`src/rtl/led_pkg.sv`:
```
// Shared types and helpers for the LED pattern generator: pattern mode
// encodings, bounce direction and the per-mode starting pattern.
package led_pkg;

    typedef enum logic [1:0] {
        MODE_COUNT  = 2'd0,
        MODE_WALK   = 2'd1,
        MODE_BOUNCE = 2'd2,
        MODE_BLINK  = 2'd3
    } mode_t;

    typedef enum logic {
        DIR_UP   = 1'b0,
        DIR_DOWN = 1'b1
    } dir_t;

    // Widest LED bank the seed helper can describe; callers truncate to their width.
    localparam int MAX_LEDS = 64;

    // Starting pattern for a mode: a single lit LSB for the moving patterns,
    // all dark for counting and blinking. Bits at or above n are cleared.
    function automatic logic [MAX_LEDS-1:0] mode_seed(input mode_t mode, input int n);
        logic [MAX_LEDS-1:0] seed;
        case (mode)
            MODE_WALK, MODE_BOUNCE: seed = MAX_LEDS'(1);
            default:                seed = '0;
        endcase
        for (int i = 0; i < MAX_LEDS; i++) begin
            if (i >= n) begin
                seed[i] = 1'b0;
            end
        end
        return seed;
    endfunction

endpackage

```
`src/rtl/led_pwm.sv`:
```
// Global brightness stage: a free-running PWM counter gates the whole
// pattern on or off each cycle, and the result is registered onto the pins.
module led_pwm
    import led_pkg::*;
#(
    parameter int NUM_LEDS = 8,
    parameter int PWM_BITS = 4
) (
    input  logic                Clk,
    input  logic                Reset,
    input  logic [NUM_LEDS-1:0] pat,
    input  logic [PWM_BITS-1:0] Duty,
    output logic [NUM_LEDS-1:0] Leds
);

    logic [PWM_BITS-1:0] pwm_cnt;
    logic                on;

    // All-ones duty means fully lit, so it must not lose the last slot of the period.
    assign on = (Duty == '1) || (pwm_cnt < Duty);

    // PWM counter runs regardless of Enable so a frozen pattern stays visible.
    always_ff @(posedge Clk) begin
        if (Reset) begin
            pwm_cnt <= '0;
            Leds    <= '0;
        end else begin
            pwm_cnt <= pwm_cnt + PWM_BITS'(1);
            Leds    <= pat & {NUM_LEDS{on}};
        end
    end

endmodule

```
`src/rtl/led_pattern_gen.sv`:
```
// LED pattern driver: a clock-enable prescaler paces one of four patterns
// (count, walk, bounce, blink) which is then dimmed by a global PWM duty.
module led_pattern_gen
    import led_pkg::*;
#(
    parameter int NUM_LEDS = 8,
    parameter int TICK_DIV = 50_000_000,
    parameter int PWM_BITS = 4
) (
    input  logic                Clk,
    input  logic                Reset,
    input  logic                Enable,
    input  logic [1:0]          Mode,
    input  logic [PWM_BITS-1:0] Duty,
    output logic [NUM_LEDS-1:0] Leds,
    output logic                Tick
);

    localparam int                 PRESC_W    = $clog2(TICK_DIV);
    localparam logic [PRESC_W-1:0] PRESC_LAST = PRESC_W'(TICK_DIV - 1);

    logic [PRESC_W-1:0]  presc;
    mode_t               mode_in;
    mode_t               mode_q;
    dir_t                dir;
    logic [NUM_LEDS-1:0] pat;
    logic [NUM_LEDS-1:0] pat_seed;
    logic                step;
    logic                mode_change;

    assign mode_in     = mode_t'(Mode);
    assign mode_change = (mode_in != mode_q);
    assign step        = Enable && (presc == PRESC_LAST);
    assign pat_seed    = NUM_LEDS'(mode_seed(mode_in, NUM_LEDS));

    // Prescaler: restarts on a mode change so the new pattern gets a full first interval.
    always_ff @(posedge Clk) begin
        if (Reset || mode_change) begin
            presc <= '0;
        end else if (Enable) begin
            if (step) begin
                presc <= '0;
            end else begin
                presc <= presc + PRESC_W'(1);
            end
        end
    end

    // Pattern/direction FSM: a mode change reseeds and swallows any coincident step.
    always_ff @(posedge Clk) begin
        if (Reset || mode_change) begin
            mode_q <= mode_in;
            pat    <= pat_seed;
            dir    <= DIR_UP;
            Tick   <= 1'b0;
        end else if (step) begin
            Tick <= 1'b1;
            case (mode_q)
                MODE_COUNT: begin
                    pat <= pat + NUM_LEDS'(1);
                end
                MODE_WALK: begin
                    pat <= {pat[NUM_LEDS-2:0], pat[NUM_LEDS-1]};
                end
                MODE_BOUNCE: begin
                    if (dir == DIR_UP) begin
                        if (pat[NUM_LEDS-1]) begin
                            dir <= DIR_DOWN;
                            pat <= pat >> 1;
                        end else begin
                            pat <= pat << 1;
                        end
                    end else begin
                        if (pat[0]) begin
                            dir <= DIR_UP;
                            pat <= pat << 1;
                        end else begin
                            pat <= pat >> 1;
                        end
                    end
                end
                MODE_BLINK: begin
                    pat <= ~pat;
                end
            endcase
        end else begin
            Tick <= 1'b0;
        end
    end

    led_pwm #(
        .NUM_LEDS (NUM_LEDS),
        .PWM_BITS (PWM_BITS)
    ) u_pwm (
        .Clk   (Clk),
        .Reset (Reset),
        .pat   (pat),
        .Duty  (Duty),
        .Leds  (Leds)
    );

endmodule

```
`config.mk`:
```
export PLATFORM = sky130hd
export DESIGN_NAME = led_pattern_gen
export DESIGN_NICKNAME = d
export VERILOG_FILES = /design/src/rtl/led_pkg.sv /design/src/rtl/led_pwm.sv /design/src/rtl/led_pattern_gen.sv
export SDC_FILE = /design/constraint.sdc
export NUM_CORES = 1
export LEC_CHECK = 0
export CAP_MARGIN = 20
export CORE_UTILIZATION = 30
export CTS_CLUSTER_SIZE = 10
export DETAILED_ROUTE_END_ITERATION = 8
export GPL_TIMING_DRIVEN = 0
export PLACE_DENSITY = 0.53
export SETUP_SLACK_MARGIN = 0.1
export SLEW_MARGIN = 10
export SYNTH_ARGS = -nofsm -noshare
export SYNTH_HDL_FRONTEND = slang
export SYNTH_SLANG_ARGS = --single-unit
```
`constraint.sdc`:
```
create_clock -name Clk -period 2.4 [get_ports Clk]
set_input_delay 0.36 -clock Clk [delete_from_list [all_inputs] [get_ports Clk]]
set_output_delay 0.36 -clock Clk [all_outputs]
set_load 0.05 [all_outputs]
```
==> impl_results.md, run 1 <==
- Initial drt markers: 59
- Total CTS buffers: 5
- Crit path required time: 2420 ps
- P&R area growth vs syn: 16.2%
- CP startpoint: presc[1]$_SDFFE_PP0P_
- CTS Buffer Depth: 2
- Slowest CP cell: or4_1
- Yosys cell types: 42
- Clk sinks: 50
- Max-cap viol count: 0
- Nature of the critical path endpoint: flop
- Hold path start: u_pwm.pwm_cnt[0]$_SDFF_PP0_
- Largest net degree at the start of global routing: 18
- Post-Syn Nets: 300
- CTS H-tree lvls: 2
- DRT Wirelength: 5280 microns
- GRT Total Usage: 12.7%
- Status: finished clean
- Worst R2R Setup Slack: 160 ps
- Largest area contributor in the netlist: dfxtp_1
- Setup CP Type: flop to flop
- Root Buffer: clkbuf_8
- Hold Fails Final Rpt: 0
- Critical path's largest stage delay: 540 ps
- Synth area leaders: dfxtp_1 31%, edfxtp_1 12%, xor2_1 6.7%
- Data arrival, critical path: 2260 ps
- Finished Layout Cells: 414
- Core ar.: 8300 sq um
- Worst skew pair latency: 310 ps
- Dpl cells: 406
- RePlAce Congestion: 0.764
- Relative slew slack: 45.2%
- Post-synth top flop: dfxtp_1
- # Post-CTS Setup Buffers: 0
- Worst min-delay path class: flop to flop
- Port bufs: 17
- Fraction of registers with async set/reset: 0%
- Maximum fanout along the worst path: 17
- N_diodes: 0
- Pwr/cell area: 595 nW/um^2
- Clk slew on worst S/H paths: 90 ps
- Max IR drop VDD: 188 uV
- Die width: 95.2 microns
- Multi-input logic area: 1390 sq um
- Num ports: 18
- Final Skew: 8.28 ps
- Vias in the first global route: 1937
- Pre-CTS WS: -328 ps
- Max-slew violations: 0
- Share of layout cells above drive strength 1: 6.15%
- Fin crit share: 93.5%
- Final setup viols: 0
- Slew of the pin with the lowest slew margin: 816 ps
- Global-route wire length before repair: 9080 microns
- Vias: 2015
- CP top delay family: simple AND/OR/NAND/NOR gates
- DR WL/cell: 12.8 microns
- # nets final: 324
- CP cell instances: ha_1, and3_4, nand4_1, or4_1, buf_2, nand2_4, buf_12
- Setup TNS: 0 ps
- Synth cell count leaders: 40 x dfxtp_1, 39 x nor2_1, 20 x xor2_1, 19 x nand2_1
- Nature of the critical path startpoint: flop
- Area taken by flip-flops and latches: 1100 sq um
- Number of synthesized register bits: 50
- Seq/Total Area, Yosys: 42.2%
- Syn avg cell area: 9.18 sq um
- DIE HEIGHT: 95.2 microns
- Initial core utilization: 31.4%
- Number of flops mapped to enable cells by yosys: 10
- Number of antenna violations at the first check in global routing: 0
- Cell with the most instances after synthesis: dfxtp_1
- TritonCTS clock tree: built
- Fin area: 3030 sq um
- HPWL after detailed placement: 3690 microns
- Final ANT Viol Nets: 0
- Gr ovfl total: 0
- Row count: 33
- Dpl cell area: 2910 sq um
- Drt first pass iters: 4
- Fmax: 446 MHz
- Die footprint: 9060 sq um
- Vias/cell: 4.87
- YS warnings: 0
- RSZ-0062 raised after global routing: no
- Fillers: 870
- Post-CTS Hold Fix Bufs: 0
- Yosys top cell area share: 30.7%
- DRC: 0
- Leak pwr: 1.09 nW
- Cells after synthesis: 284
- Utilization after layout: 36.5%
- Setup ws final: 156 ps
- Minimum clock period: 2240 ps
- Worst flop-to-flop path startpoint: presc[1]$_SDFFE_PP0P_
- Crit path buffers/inverters: 2
- Netlist Area Pre-Place: 2610 sq um
[per-stage QoR]
| stage | hold slack, ps | total power [mW] |
|---|---|---|
| after floorplan | 426 | 1.17 |
| after global placement | 447 | 1.26 |
| after detailed placement | 450 | 1.27 |
| after CTS | 473 | 1.82 |
| after global routing | 523 | 1.90 |
| final | 468 | 1.80 |
[layout by cell type, fill, tap and decap left out, drive strengths merged]
cell and count:
a211o 1, a21o 2, a21oi 10, a221o 3, a221oi 1, a22oi 1, a311oi 1, a31oi 1
and3 9, and4 5, buf 6, clkbuf 19, clkdlybuf4s50 16, dfxtp 40, dlygate4sd2 1, edfxtp 10
ha 7, inv 12, mux2i 5, mux4 2, nand2 20, nand2b 4, nand3 15, nand3b 8
nand4 8, nor2 39, nor2b 4, nor3 3, nor4 3, nor4bb 1, o211a 1, o21ai 4
o21bai 1, o22ai 1, o41ai 8, or2 1, or4 1, xnor2 15, xor2 20
[registers in the layout, indices dropped and copies added, names as in the netlist]
register       flops
mode_q             2
u_pwm.Leds         8
presc             26
pat                8
Tick               1
u_pwm.pwm_cnt      4
dir                1
[final cells by class]
class | instances | share of cell area, %
tap | 105 | 4.34
sequential | 50 | 36.4
buffer | 17 | 2.98
clock buffer | 8 | 3.35
inverter | 12 | 1.49
multi-input combinational | 205 | 45.9
timing repair buffer | 17 | 5.58
[worst register-to-register path, delay by kind of cell (launching register included)]
| family | cells | cell delay, ps |
|---|---|---|
| flip-flops | 1 | 380 |
| adder cells (fa/ha/maj) | 1 | 190 |
| AND/OR/NAND/NOR | 4 | 1040 |
| buffers and inverters | 2 | 350 |
[cell families (layout without fill, tap and decap cells)]
logic type / count (synthesis) / in the layout / synth area share (%)
buffers and inverters: 29 / 54 / 4.85
XOR/XNOR: 35 / 35 / 11.8
flip-flops: 50 / 50 / 42.2
AND/OR/NAND/NOR: 121 / 121 / 24.4
multiplexers: 7 / 7 / 3.65
adder cells (fa/ha/maj): 7 / 7 / 3.36
AO/OA/AOI/OAI: 35 / 35 / 9.70
[path summary, 6_finish.rpt]
| kind | cells past startpoint | to |
|---|---|---|
| hold / removal | 1 | u_pwm.pwm_cnt[0]$_SDFF_PP0_ |
| hold reg to reg | 1 | u_pwm.pwm_cnt[0]$_SDFF_PP0_ |
| setup / recovery | 7 | pat[6]$_SDFFCE_PP0P_ |
| setup reg to reg | 7 | pat[6]$_SDFFCE_PP0P_ |
[layer usage]
layer	routed length (microns)	vias up	global-route usage, %
met5	0	-	0
li1	-	1041	-
met2	2510	24	20.8
met4	48	0	4.67
met3	155	5	2.87
met1	2570	945	16.3
[where the power goes]
group          internal (mW)  switching, mW
Clock                  0.270          0.279
Sequential             0.898         0.0328
Combinational          0.129          0.192
[timing repair]
action                                  4_1_cts  5_1_grt
gates resized for setup                       3        3
cloned                                        0        0
endpoints found under the hold margin         0        0
endpoints found under the setup margin        8       10
Note: power is estimated with default switching activity, not from simulation.
==> run 2, diff against run 1 <==
Settings changed: SLEW_MARGIN 10 to 5.
==> results of run 2 <==
Final layout, timing and power as in run 1 (identical DEF).
